$ cat src/rtl/multicycle_sequencer.sv
// Multicycle control FSM for the LEGv8 core: sequences FETCH/DECODE/EXECUTE/MEMORY/WRITEBACK
// over one shared memory port, with retire counting, memory-wait timeout fault and halt/resume.
module multicycle_sequencer #(
    parameter int unsigned TIMEOUT = 16,
    parameter int unsigned COUNT_W = 32
) (
    input  logic               clk,
    input  logic               rst,
    input  logic               ctl_memread,
    input  logic               ctl_memwrite,
    input  logic               ctl_regwrite,
    input  logic               ctl_ubranch,
    input  logic               ctl_link,
    input  logic               ctl_cbranch,
    input  logic               branch_taken,
    input  logic               mem_ready,
    input  logic               halt_req,
    input  logic               resume,
    output logic               mem_req,
    output logic               mem_we,
    output logic               mem_addr_sel,
    output logic               ir_we,
    output logic               pc_we,
    output logic               pc_src,
    output logic               opr_we,
    output logic               alu_we,
    output logic               mdr_we,
    output logic               reg_we,
    output logic               retire,
    output logic               halted,
    output logic               fault,
    output logic [2:0]         state,
    output logic [COUNT_W-1:0] retired_count
);

    localparam int unsigned WAIT_W = (TIMEOUT > 1) ? $clog2(TIMEOUT) : 1;
    localparam logic [WAIT_W-1:0] WAIT_LAST = WAIT_W'(TIMEOUT - 1);

    typedef enum logic [2:0] {
        StFetch     = 3'd0,
        StDecode    = 3'd1,
        StExecute   = 3'd2,
        StMemory    = 3'd3,
        StWriteback = 3'd4,
        StHalt      = 3'd5
    } state_e;

    state_e              state_q, state_d;
    logic [WAIT_W-1:0]   wait_q, wait_d;
    logic                fault_q, fault_d;
    logic [COUNT_W-1:0]  count_q;

    // Decoded control bits captured in DECODE; later phases never look at the live ctl_* inputs.
    logic lat_memread_q, lat_memread_d;
    logic lat_memwrite_q, lat_memwrite_d;
    logic lat_regwrite_q, lat_regwrite_d;
    logic lat_ubranch_q, lat_ubranch_d;
    logic lat_link_q, lat_link_d;
    logic lat_cbranch_q, lat_cbranch_d;

    // Ungated strobes; the outputs are these masked by reset.
    logic mem_req_raw;
    logic mem_we_raw;
    logic ir_we_raw;
    logic pc_we_raw;
    logic opr_we_raw;
    logic alu_we_raw;
    logic mdr_we_raw;
    logic reg_we_raw;
    logic retire_raw;

    logic wait_expired;

    assign wait_expired = (wait_q == WAIT_LAST);

    always_comb begin
        state_d        = state_q;
        wait_d         = '0;
        fault_d        = fault_q;
        lat_memread_d  = lat_memread_q;
        lat_memwrite_d = lat_memwrite_q;
        lat_regwrite_d = lat_regwrite_q;
        lat_ubranch_d  = lat_ubranch_q;
        lat_link_d     = lat_link_q;
        lat_cbranch_d  = lat_cbranch_q;
        mem_req_raw    = 1'b0;
        mem_we_raw     = 1'b0;
        mem_addr_sel   = 1'b0;
        ir_we_raw      = 1'b0;
        pc_we_raw      = 1'b0;
        pc_src         = 1'b0;
        opr_we_raw     = 1'b0;
        alu_we_raw     = 1'b0;
        mdr_we_raw     = 1'b0;
        reg_we_raw     = 1'b0;
        retire_raw     = 1'b0;

        case (state_q)
            StFetch: begin
                mem_req_raw = 1'b1;
                if (mem_ready) begin
                    ir_we_raw = 1'b1;
                    pc_we_raw = 1'b1;
                    state_d   = StDecode;
                end else if (wait_expired) begin
                    fault_d = 1'b1;
                    state_d = StHalt;
                end else begin
                    wait_d = wait_q + 1'b1;
                end
            end

            StDecode: begin
                opr_we_raw     = 1'b1;
                lat_memread_d  = ctl_memread;
                lat_memwrite_d = ctl_memwrite;
                lat_regwrite_d = ctl_regwrite;
                lat_ubranch_d  = ctl_ubranch;
                lat_link_d     = ctl_link;
                lat_cbranch_d  = ctl_cbranch;
                state_d        = halt_req ? StHalt : StExecute;
            end

            StExecute: begin
                alu_we_raw = 1'b1;
                if (lat_ubranch_q) begin
                    pc_we_raw  = 1'b1;
                    pc_src     = 1'b1;
                    if (lat_link_q) begin
                        state_d = StWriteback;
                    end else begin
                        retire_raw = 1'b1;
                        state_d    = StFetch;
                    end
                end else if (lat_cbranch_q) begin
                    pc_we_raw  = branch_taken;
                    pc_src     = 1'b1;
                    retire_raw = 1'b1;
                    state_d    = StFetch;
                end else if (lat_memread_q || lat_memwrite_q) begin
                    state_d = StMemory;
                end else if (lat_regwrite_q) begin
                    state_d = StWriteback;
                end else begin
                    retire_raw = 1'b1;
                    state_d    = StFetch;
                end
            end

            StMemory: begin
                mem_req_raw  = 1'b1;
                mem_addr_sel = 1'b1;
                mem_we_raw   = lat_memwrite_q;
                if (mem_ready) begin
                    if (lat_memread_q) begin
                        mdr_we_raw = 1'b1;
                        state_d    = StWriteback;
                    end else begin
                        retire_raw = 1'b1;
                        state_d    = StFetch;
                    end
                end else if (wait_expired) begin
                    fault_d = 1'b1;
                    state_d = StHalt;
                end else begin
                    wait_d = wait_q + 1'b1;
                end
            end

            StWriteback: begin
                reg_we_raw = 1'b1;
                retire_raw = 1'b1;
                state_d    = StFetch;
            end

            StHalt: begin
                if (resume) begin
                    fault_d = 1'b0;
                    state_d = StFetch;
                end
            end

            default: begin
                state_d = StFetch;
            end
        endcase
    end

    always_ff @(posedge clk) begin
        if (rst) begin
            state_q        <= StFetch;
            wait_q         <= '0;
            fault_q        <= 1'b0;
            count_q        <= '0;
            lat_memread_q  <= 1'b0;
            lat_memwrite_q <= 1'b0;
            lat_regwrite_q <= 1'b0;
            lat_ubranch_q  <= 1'b0;
            lat_link_q     <= 1'b0;
            lat_cbranch_q  <= 1'b0;
        end else begin
            state_q        <= state_d;
            wait_q         <= wait_d;
            fault_q        <= fault_d;
            lat_memread_q  <= lat_memread_d;
            lat_memwrite_q <= lat_memwrite_d;
            lat_regwrite_q <= lat_regwrite_d;
            lat_ubranch_q  <= lat_ubranch_d;
            lat_link_q     <= lat_link_d;
            lat_cbranch_q  <= lat_cbranch_d;
            if (retire_raw) begin
                count_q <= count_q + 1'b1;
            end
        end
    end

    // Strobes drop in the same cycle rst rises so an abandoned instruction writes nothing.
    assign mem_req       = mem_req_raw & ~rst;
    assign mem_we        = mem_we_raw & ~rst;
    assign ir_we         = ir_we_raw & ~rst;
    assign pc_we         = pc_we_raw & ~rst;
    assign opr_we        = opr_we_raw & ~rst;
    assign alu_we        = alu_we_raw & ~rst;
    assign mdr_we        = mdr_we_raw & ~rst;
    assign reg_we        = reg_we_raw & ~rst;
    assign retire        = retire_raw & ~rst;
    assign halted        = (state_q == StHalt);
    assign fault         = fault_q;
    assign state         = state_q;
    assign retired_count = count_q;

endmodule

$ cat config.mk
export PLATFORM = sky130hd
export DESIGN_NAME = multicycle_sequencer
export DESIGN_NICKNAME = d
export VERILOG_FILES = /design/src/rtl/multicycle_sequencer.sv
export SDC_FILE = /design/constraint.sdc
export NUM_CORES = 1
export LEC_CHECK = 0
export CAP_MARGIN = 20
export CELL_PAD_IN_SITES_DETAIL_PLACEMENT = 1
export CELL_PAD_IN_SITES_GLOBAL_PLACEMENT = 1
export CORE_MARGIN = 10
export CORE_UTILIZATION = 35
export CTS_CLUSTER_DIAMETER = 40
export DETAILED_ROUTE_END_ITERATION = 12
export PLACE_DENSITY = 0.82
export SYNTH_ARGS = -nofsm -noshare
export SYNTH_HDL_FRONTEND = slang
export SYNTH_SLANG_ARGS = --single-unit
$ cat constraint.sdc
create_clock -name clk -period 3.4 [get_ports clk]
set_input_delay 1.02 -clock clk [delete_from_list [all_inputs] [get_ports clk]]
set_output_delay 1.02 -clock clk [all_outputs]
set_load 0.02 [all_outputs]
==> key figures <==
Synth
  – Syn Nets: ~290
  – Syn Std Cell Area: roughly 2300 um2
  – Commonest register cell after synthesis: dfxtp_1
  – Mean cell area of the mapped netlist: a little over 8 um2
  – Synth warn: 0
  – Post-synth EDFFs: 0
  – Distinct cells, synth: 39
  – Cells after synthesis: 280
  – Post-synthesis sequential area ratio: just over 40%
  – Post-synthesis async set-or-reset flop share: 0%
  – Flops & latches, synth: 46

Layout
  – Commonest non-fill, non-tap cell in the layout: clkdlybuf4s50_1
  – Fin util: slightly below 50%
  – Fillers: roughly 780
  – Nets: between 300 and 400
  – Finished Layout Cells: around 420
  – Commonest cells after routing, fill and taps aside: clkdlybuf4s50_1 (54), dfxtp_1 (46), nor2_1 (36), a21oi_1 (26), nand2_1 (24)
  – Multi-input gate area: 1270 um2
  – Reg area: ~920 um2
  – Layout cells sized above 1: under 10%
  – Area growth syn-to-layout: 35.9%
  – ANT cells: 0

CTS
  – TritonCTS clock tree: yes
  – Clock Latency Late Sink: roughly 0.30 ns
  – Setup Buffers After CTS: 0
  – # hold bufs at CTS: 0
  – TritonCTS Buffers: 5
  – H-tree depth: 2
  – Clock sink count: 46
  – Clk root buf: clkbuf_8
  – Clock-pin slew on the worst setup and hold paths: 0.08 ns
  – Maximum clock path buffer count: 2

Timing
  – Final setup viols: 0
  – Worst slew margin: 69.2%
  – FMAX: a little over 0.3 GHz
  – Final hold violation count: 0
  – Fin crit share: 96.4%
  – Final critical-path required period: between 3 and 4 ns
  – Unrepaired setup endpoints after global routing: no
  – Setup ws final: ~0.12 ns
  – Clock Skew: about 0.0031 ns
  – Pins Over Slew Limit: 0
  – Worst-Margin Slew: ~0.46 ns
  – Fin Hold WS: around 0.46 ns

Placement
  – Pre-CTS setup slack: -0.409 ns
  – RD Place Congestion: about 0.80
  – I/O Buffers: 59
  – Hpwl dp: between 5000 and 6000 um
  – Placed insts: about 420

Worst setup path
  – Crit path cell chain: clkdlybuf4s50_1, buf_4, nand3_1, nor3_1, dlygate4sd2_1
  – Startpoint Class: primary input
  – Maximum fanout along the worst path: 5
  – Critical path's slowest cell: clkdlybuf4s50_1
  – CP Capture Type: output pin
  – Reg2Reg Launch Point: lat_memwrite_q
  – Crit path kind: in2out
  – Buffers plus inverters on the worst setup path: 3
  – Critical Path Start: mem_ready
  – Critical path's top delay family: buffers and inverters
  – WP data arrival: around 2.3 ns
  – CP required: 2.38 ns
  – Max incr delay on CP: ~0.50 ns

Routing
  – Initial DRC count: 84
  – DRC: 0
  – Iteration count of the initial detailed-routing pass: 4
  – Routed wire length: 6910 um
  – Via density: 5.43
  – Via Count: 2303
  – DRT antenna net count: 0
  – DR WL/cell: about 16 um

Power
  – Leakage power: between 0.001 and 0.0015 uW
  – PwrDens: between 300 and 400 nW/um2
  – VDD IR max: 0.000202 V
  – Total Power: between 1000 and 1500 uW

Global routing
  – GRT Residual Overflow: 0
  – Global-route wire length before repair: around 12000 um
  – Tot GR Track Use: between 10% and 20%
  – Pin count of the biggest net entering global routing: 41
  – Antenna violations before repair: 0
  – Vias in the first global route: 2460

Worst hold path
  – HP Class: reg2reg
  – Hold path start: wait_q[0]

Die
  – Initial Util: approximately 36%
  – Num rows: 29
  – Chip width: 101 um
  – Die Y-Extent: slightly above 100 um
  – Die ar.: roughly 10000 um2
  – CORE AREA: roughly 6300 um2
  – Boundary pin count: 60

Flow run
  – Max-cap viol count: 0

Outcome
  – Status: finished clean
## cells by family after synthesis
| family | Yosys count | synth area share (%) |
|---|---|---|
| multiplexers | 4 | 1.87 |
| flip-flops | 46 | 40.6 |
| AND/OR/NAND/NOR | 120 | 27.1 |
| XOR/XNOR | 14 | 5.40 |
| adder cells (fa/ha/maj) | 2 | 1.10 |
| buffers and inverters | 20 | 3.69 |
| AO/OA/AOI/OAI | 74 | 20.3 |
## synthesized netlist by cell type (2+ instances only)
library cell,n,share of area (%)
a21o_1,2,0.66
a21oi_1,26,5.7
a31oi_1,3,0.83
and2_1,2,0.55
and3_1,4,1.1
and4_1,3,1.2
buf_2,4,0.88
clkbuf_1,10,1.7
dfxtp_1,46,41
ha_1,2,1.1
inv_1,5,0.83
mux2i_1,2,0.88
nand2_1,24,4.0
nand2b_1,3,0.83
nand3_1,9,2.0
nand4_1,6,1.7
nor2_1,37,6.1
nor2b_1,3,0.83
nor3_1,3,0.66
nor4_1,4,1.1
o2111ai_1,6,2.3
o211ai_1,4,1.3
o21ai_0,21,4.6
o31ai_1,8,2.6
or3_1,8,2.2
or4_1,10,3.3
xor2_1,13,5.0
## flip-flops by register name (all words and copies together), names as in the netlist
| register | count |
|---|---|
| lat_cbranch_q | 1 |
| lat_regwrite_q | 1 |
| fault | 1 |
| state | 3 |
| lat_memwrite_q | 1 |
| lat_memread_q | 1 |
| retired_count | 32 |
| lat_link_q | 1 |
| wait_q | 4 |
| lat_ubranch_q | 1 |
## final cells by class
type	instances	share of cell area (%)
clock buffer	5	2.23
inverter	5	0.608
sequential	46	29.8
timing repair buffer	75	22.6
clock inverter	2	0.324
multi-input combinational	214	41.3
tap	77	3.12
## path summary, 6_finish.rpt
path                        to  depth (start not counted)  slack, ns
max                     mdr_we                          5       0.12
min                  wait_q[0]                          1       0.46
min reg2reg          wait_q[0]                          1       0.46
max reg2reg  retired_count[25]                          7       0.95
## stage by stage
step	area, um2	setup TNS (ns)
5_1_grt	3090	0
4_1_cts	3090	0
3_3_place_gp	3010	-0.688
6_report	3090	0
3_5_place_dp	3010	-0.728
2_1_floorplan	2270	0
## where the power goes
part | switching [uW] | internal [uW] | leakage (uW) | total [uW]
clock | 181 | 138 | 0.0000438 | 319
sequential | 11.6 | 549 | 0.000372 | 561
combinational | 80.1 | 60.2 | 0.000640 | 140
total | 272 | 747 | 0.00106 | 1020
## timing repair
| item | in CTS | in global routing |
|---|---|---|
| setup endpoints to repair | 4 | 1 |
| gates resized for setup | 7 | 2 |
| gates cloned | 0 | 0 |
| pin swaps | 0 | 0 |
## metal layers
metal  up-vias  global-route usage (%)  share of wire, %
met5         -                       0                 0
met4         0                    4.46               1.4
met3         8                    6.72               8.8
met2        45                    23.4                47
met1      1097                    15.4                43
li1       1153                       -                 -
(Power assumes the default switching activity.)
